<file path="src/rtl/light_sequencer.sv">
`default_nettype none
// ============================================================================
// Module   : light_sequencer
// Purpose  : Latches a one-hot lane grant and runs a timed
//            GREEN -> YELLOW -> ALL-RED cycle on four lane signal heads.
//            Every lane other than the granted one stays red throughout.
//            All outputs are registered.
// Revision : 1.0 - initial release
// ============================================================================
module light_sequencer #(
  parameter int GREEN_CYC  = 8,
  parameter int YELLOW_CYC = 3,
  parameter int ALLRED_CYC = 2,
  parameter int CNT_W      = 8
) (
  input  logic       clk,
  input  logic       rst,
  input  logic [3:0] aslane,
  output logic [3:0] green,
  output logic [3:0] yellow,
  output logic [3:0] red,
  output logic       busy,
  output logic       done,
  output logic       err
);

  typedef enum logic [1:0] {
    IDLE   = 2'd0,
    GREEN  = 2'd1,
    YELLOW = 2'd2,
    ALLRED = 2'd3
  } state_t;

  // Phase reload values; each phase lasts (reload + 1) cycles.
  localparam logic [CNT_W-1:0] GREEN_LOAD  = CNT_W'(GREEN_CYC - 1);
  localparam logic [CNT_W-1:0] YELLOW_LOAD = CNT_W'(YELLOW_CYC - 1);
  localparam logic [CNT_W-1:0] ALLRED_LOAD = CNT_W'(ALLRED_CYC - 1);
  localparam logic [CNT_W-1:0] CNT_ONE     = CNT_W'(1);

  state_t           state;
  logic [3:0]       cur;
  logic [CNT_W-1:0] cnt;

  logic       lane_any;
  logic       lane_onehot;
  logic [3:0] lane_minus1;

  // One-hot test: non-zero and clearing the lowest set bit leaves nothing.
  assign lane_minus1 = aslane - 4'd1;
  assign lane_any    = (aslane != 4'b0000);
  assign lane_onehot = lane_any && ((aslane & lane_minus1) == 4'b0000);

  // Sequencer state, phase counter and registered lamp/status outputs.
  always_ff @(posedge clk) begin
    if (rst) begin
      state  <= IDLE;
      cur    <= 4'b0000;
      cnt    <= '0;
      green  <= 4'b0000;
      yellow <= 4'b0000;
      red    <= 4'b1111;
      busy   <= 1'b0;
      done   <= 1'b0;
      err    <= 1'b0;
    end else begin
      // done and err are single-cycle pulses by default.
      done <= 1'b0;
      err  <= 1'b0;
      case (state)
        IDLE: begin
          if (lane_onehot) begin
            cur    <= aslane;
            cnt    <= GREEN_LOAD;
            state  <= GREEN;
            green  <= aslane;
            yellow <= 4'b0000;
            red    <= ~aslane;
            busy   <= 1'b1;
          end else if (lane_any) begin
            // Multi-hot grant: flag it, keep cur and stay all-red.
            err <= 1'b1;
          end
        end
        GREEN: begin
          if (cnt == '0) begin
            cnt    <= YELLOW_LOAD;
            state  <= YELLOW;
            green  <= 4'b0000;
            yellow <= cur;
            red    <= ~cur;
          end else begin
            cnt <= cnt - CNT_ONE;
          end
        end
        YELLOW: begin
          if (cnt == '0) begin
            cnt    <= ALLRED_LOAD;
            state  <= ALLRED;
            yellow <= 4'b0000;
            red    <= 4'b1111;
          end else begin
            cnt <= cnt - CNT_ONE;
          end
        end
        ALLRED: begin
          if (cnt == '0) begin
            state <= IDLE;
            cur   <= 4'b0000;
            busy  <= 1'b0;
            done  <= 1'b1;
          end else begin
            cnt <= cnt - CNT_ONE;
          end
        end
        default: begin
          state  <= IDLE;
          cur    <= 4'b0000;
          cnt    <= '0;
          green  <= 4'b0000;
          yellow <= 4'b0000;
          red    <= 4'b1111;
          busy   <= 1'b0;
        end
      endcase
    end
  end

endmodule
`default_nettype wire

</file>
<file path="config.mk">
export PLATFORM = sky130hd
export DESIGN_NAME = light_sequencer
export DESIGN_NICKNAME = d
export VERILOG_FILES = /design/src/rtl/light_sequencer.sv
export SDC_FILE = /design/constraint.sdc
export NUM_CORES = 1
export LEC_CHECK = 0
export ABC_AREA = 1
export CAP_MARGIN = 25
export CORE_UTILIZATION = 50
export CTS_CLUSTER_SIZE = 30
export DETAILED_ROUTE_END_ITERATION = 8
export GPL_ROUTABILITY_DRIVEN = 1
export GPL_TIMING_DRIVEN = 0
export PLACE_DENSITY = 0.74
export SYNTH_ARGS = -nofsm -noshare
export SYNTH_HDL_FRONTEND = slang
export SYNTH_SLANG_ARGS = --single-unit
</file>
<file path="constraint.sdc">
create_clock -name clk -period 1.8 [get_ports clk]
set_clock_uncertainty 0.15 [all_clocks]
set_input_delay 0.54 -clock clk [delete_from_list [all_inputs] [get_ports clk]]
set_output_delay 0.54 -clock clk [all_outputs]
set_load 0.02 [all_outputs]
</file>
==> metrics.txt <==
period utilization=between 90% and 100%; placed wire-length estimate=2.57 mm; worst r2r path cells=10; largest net degree at the start of global routing=11; area post-placement=1740 um^2; Synth cell types=26; antenna violations before repair=0; CP Class=primary input to register; worst slew pin tran=between 400 and 500 ps; Layout Utilization=~66%; Routed Antenna Nets=0; status=finished with violations; Pre-antenna DRT Iters=6; Cell Area, Synth=about 1500 um^2; Initial Util=a little over half; r2r endpoint=cnt[3]$_SDFFE_PP0P_; Ys Warns=0; WL per Instance=~13 um; reg-to-reg startpoint=cnt[0]$_SDFFE_PP0P_; die width=about 57 um; Max Fclk=slightly below 600 MHz; # diodes=0; TritonCTS clock tree=done; CP startpoint=aslane[1]; Tot Pwr=around 0.0036 W; Post-Route WL=about 3.4 mm; fraction of layout cells with a size suffix above 1=slightly below 20%; multi-input logic area=858 um^2; DIE AREA=approximately 3200 um^2; CTS sink cnt=29; iteration-0 DRC count of the detailed router=80; clock root buffer=clkbuf_4; Min Clock Period, post-route=around 1700 ps; Required @ worst endpoint=about 1900 ps; min-delay worst type=register to register; CTS buffer count=5; FF+latch area=~590 um^2; layout filler cell count=~250; Setup Viol. Count Final=0; I/O pin cnt=21; CTS H-Tree Depth=2; leading area contributor after synthesis=dfxtp_1; Max FO, Critical Path=8; Placer Congestion=0.870; Reg2Reg Setup Slack=around 100 ps; Overflow after GRT=0; Synth-to-Final Area Change=23.0%; Nets=around 250; crit path DAT=approximately 1800 ps; Post-Place Setup Slack=-558 ps; clock tree buffer depth=2; Syn Nets=between 200 and 250; worst setup path endpoint=yellow[2]$_SDFFE_PP0P_; failing checks=design-rule violations; worst vdd ir=~0.00095 V; Max-Cap Viols=0; vias in the first global route=between 1k and 1.5k; Slew HR=72.0%; Yosys top cell area share=~39%; Cells after Synth=around 200; Setup TNS Final=0 ps; vias per inst=5.50; synth top area cells=dfxtp_1 39%, nand2_1 9.0%, a21oi_1 8.7%; core area=between 2000 and 3000 um^2; drt drc=6; CTS clk-pin slew, worst paths=90 ps; Critical Path Sink Type=register; FF+latch count, synth=29; post-route cell area=approximately 1800 um^2; unrepaired setup endpoints after global routing=true; worst-skew pair later-pin latency=between 300 and 400 ps; post-route setup slack=76.1 ps; startpoint type of the worst setup path=primary input; Slew Limit Fails=0; Avg Cell Area, Syn=around 7.5 um^2; CTS Hold Bufs=0; leakage power total=between 0.8 and 0.9 nW; Fin. Hold Viols=0; row count=19; global-route wire length before repair=between 5 and 6 mm; Die Height=56.8 um; Total Routing Usage GR=a little under a quarter; # port buffers=20; Vias=~1.5k; pwr dens=just under 2000 nW/um^2; Seq/Total Area, Yosys=between 30 and 40%
-- what timing repair did --
action                                  4_1_cts  5_1_grt
endpoints found under the setup margin       42       27
pin swaps                                     2        5
setup buffers                                 2        3
gates resized for setup                      23       14
-- synth_stat cells --
cell type and n:
clkbuf_1 1, dfxtp_1 29, nor2_4 2, a31o_2 1, nand2_1 36, xor2_1 2, o21ai_4 1, nor2_8 1
o21ai_0 11, buf_2 2, a21oi_1 26, nor2_2 1, nand2_2 7, o21ai_2 2, nor2_1 18, nand3_1 16
nor3_1 5, inv_4 1, o21bai_1 1, inv_2 1, ha_1 7, o21ai_1 3, buf_4 1, inv_1 16
nand2_4 2, nand4_1 8
-- metal layers --
| layer | global-route usage [%] | vias up | routed length, um |
|---|---|---|---|
| li1 | - | 741 | - |
| met1 | 29.1 | 673 | 1500 |
| met2 | 38.6 | 42 | 1740 |
| met3 | 6.22 | 2 | 184 |
| met4 | 7.32 | 0 | 21 |
| met5 | 0 | - | 0 |
-- power breakdown --
group          leakage [nW]  internal [W]  total [W]  switching [W]
Clock                0.0310      0.000147   0.000377       0.000230
Sequential            0.240      0.000871    0.00104       0.000170
Combinational         0.557      0.000825    0.00219        0.00137
Total                 0.829       0.00184    0.00361        0.00177
-- worst min-delay path by stage --
stage / start / to / slack (ps) / cells past startpoint
4_1_cts: red[2]$_SDFFE_PP1P_ / red[2]$_SDFFE_PP1P_ / 330 / 2
6_report: red[2]$_SDFFE_PP1P_ / red[2]$_SDFFE_PP1P_ / 330 / 2
5_1_grt: busy$_SDFFE_PP0P_ / busy$_SDFFE_PP0P_ / 350 / 2
3_3_place_gp: red[2]$_SDFFE_PP1P_ / red[2]$_SDFFE_PP1P_ / 300 / 2
3_5_place_dp: red[2]$_SDFFE_PP1P_ / red[2]$_SDFFE_PP1P_ / 310 / 2
2_1_floorplan: cur[0]$_SDFFE_PP0P_ / cur[0]$_SDFFE_PP0P_ / 300 / 2
-- critical path, stage by stage --
cell	delay [ps]
dlygate4sd2_1	290
nor2_2	130
nand2_1	50
nand2_1	60
nand2_1	80
nand2_4	130
nand2_2	110
nor2_8	130
inv_4	70
a21oi_1	140
nor2_1	50
-- cell usage in the layout, fill, tap and decap left out, types with 2 or more instances in the layout --
cell type	count
nand2_1	35
dfxtp_1	26
a21oi_1	24
dlygate4sd2_1	18
nor2_1	16
nand3_1	16
inv_1	15
o21ai_0	11
nand4_1	8
nand2_2	7
buf_4	7
ha_1	6
nor3_1	5
clkbuf_4	5
nor2_2	3
nand2_4	3
o21ai_1	3
nor2_4	2
o21ai_4	2
inv_4	2
xor2_1	2
a21oi_2	2
clkinv_2	2
dfxtp_2	2
-- cells by family after synthesis --
| kind of cell | after synthesis | share of synthesized area, % |
|---|---|---|
| simple gates | 96 | 31.5 |
| xor+xnor | 2 | 1.17 |
| buf+inv | 22 | 6.09 |
| fa+ha+maj | 7 | 5.84 |
| flops | 29 | 38.7 |
| compound gates | 45 | 16.7 |
-- layout make-up --
class	count	share of cell area, %
clock inverters	3	0.949
repair buffers	25	11.4
multi-input cells	150	46.5
well taps	31	2.10
flip-flops and latches	29	31.8
clock buffers	5	2.03
plain buffers	4	1.29
inverters	18	3.93
-- state kept, by name, summed over array words and instances, names as in the netlist --
signal / flops
cur: 4
err: 1
yellow: 4
state: 2
busy: 1
red: 4
cnt: 8
green: 4
done: 1
-- through the flow --
step	hold slack, ps	std cells
4_1_cts	326	262
3_3_place_gp	303	252
6_report	325	265
2_1_floorplan	301	201
5_1_grt	351	265
3_5_place_dp	308	252
(Power assumes the default switching activity.)
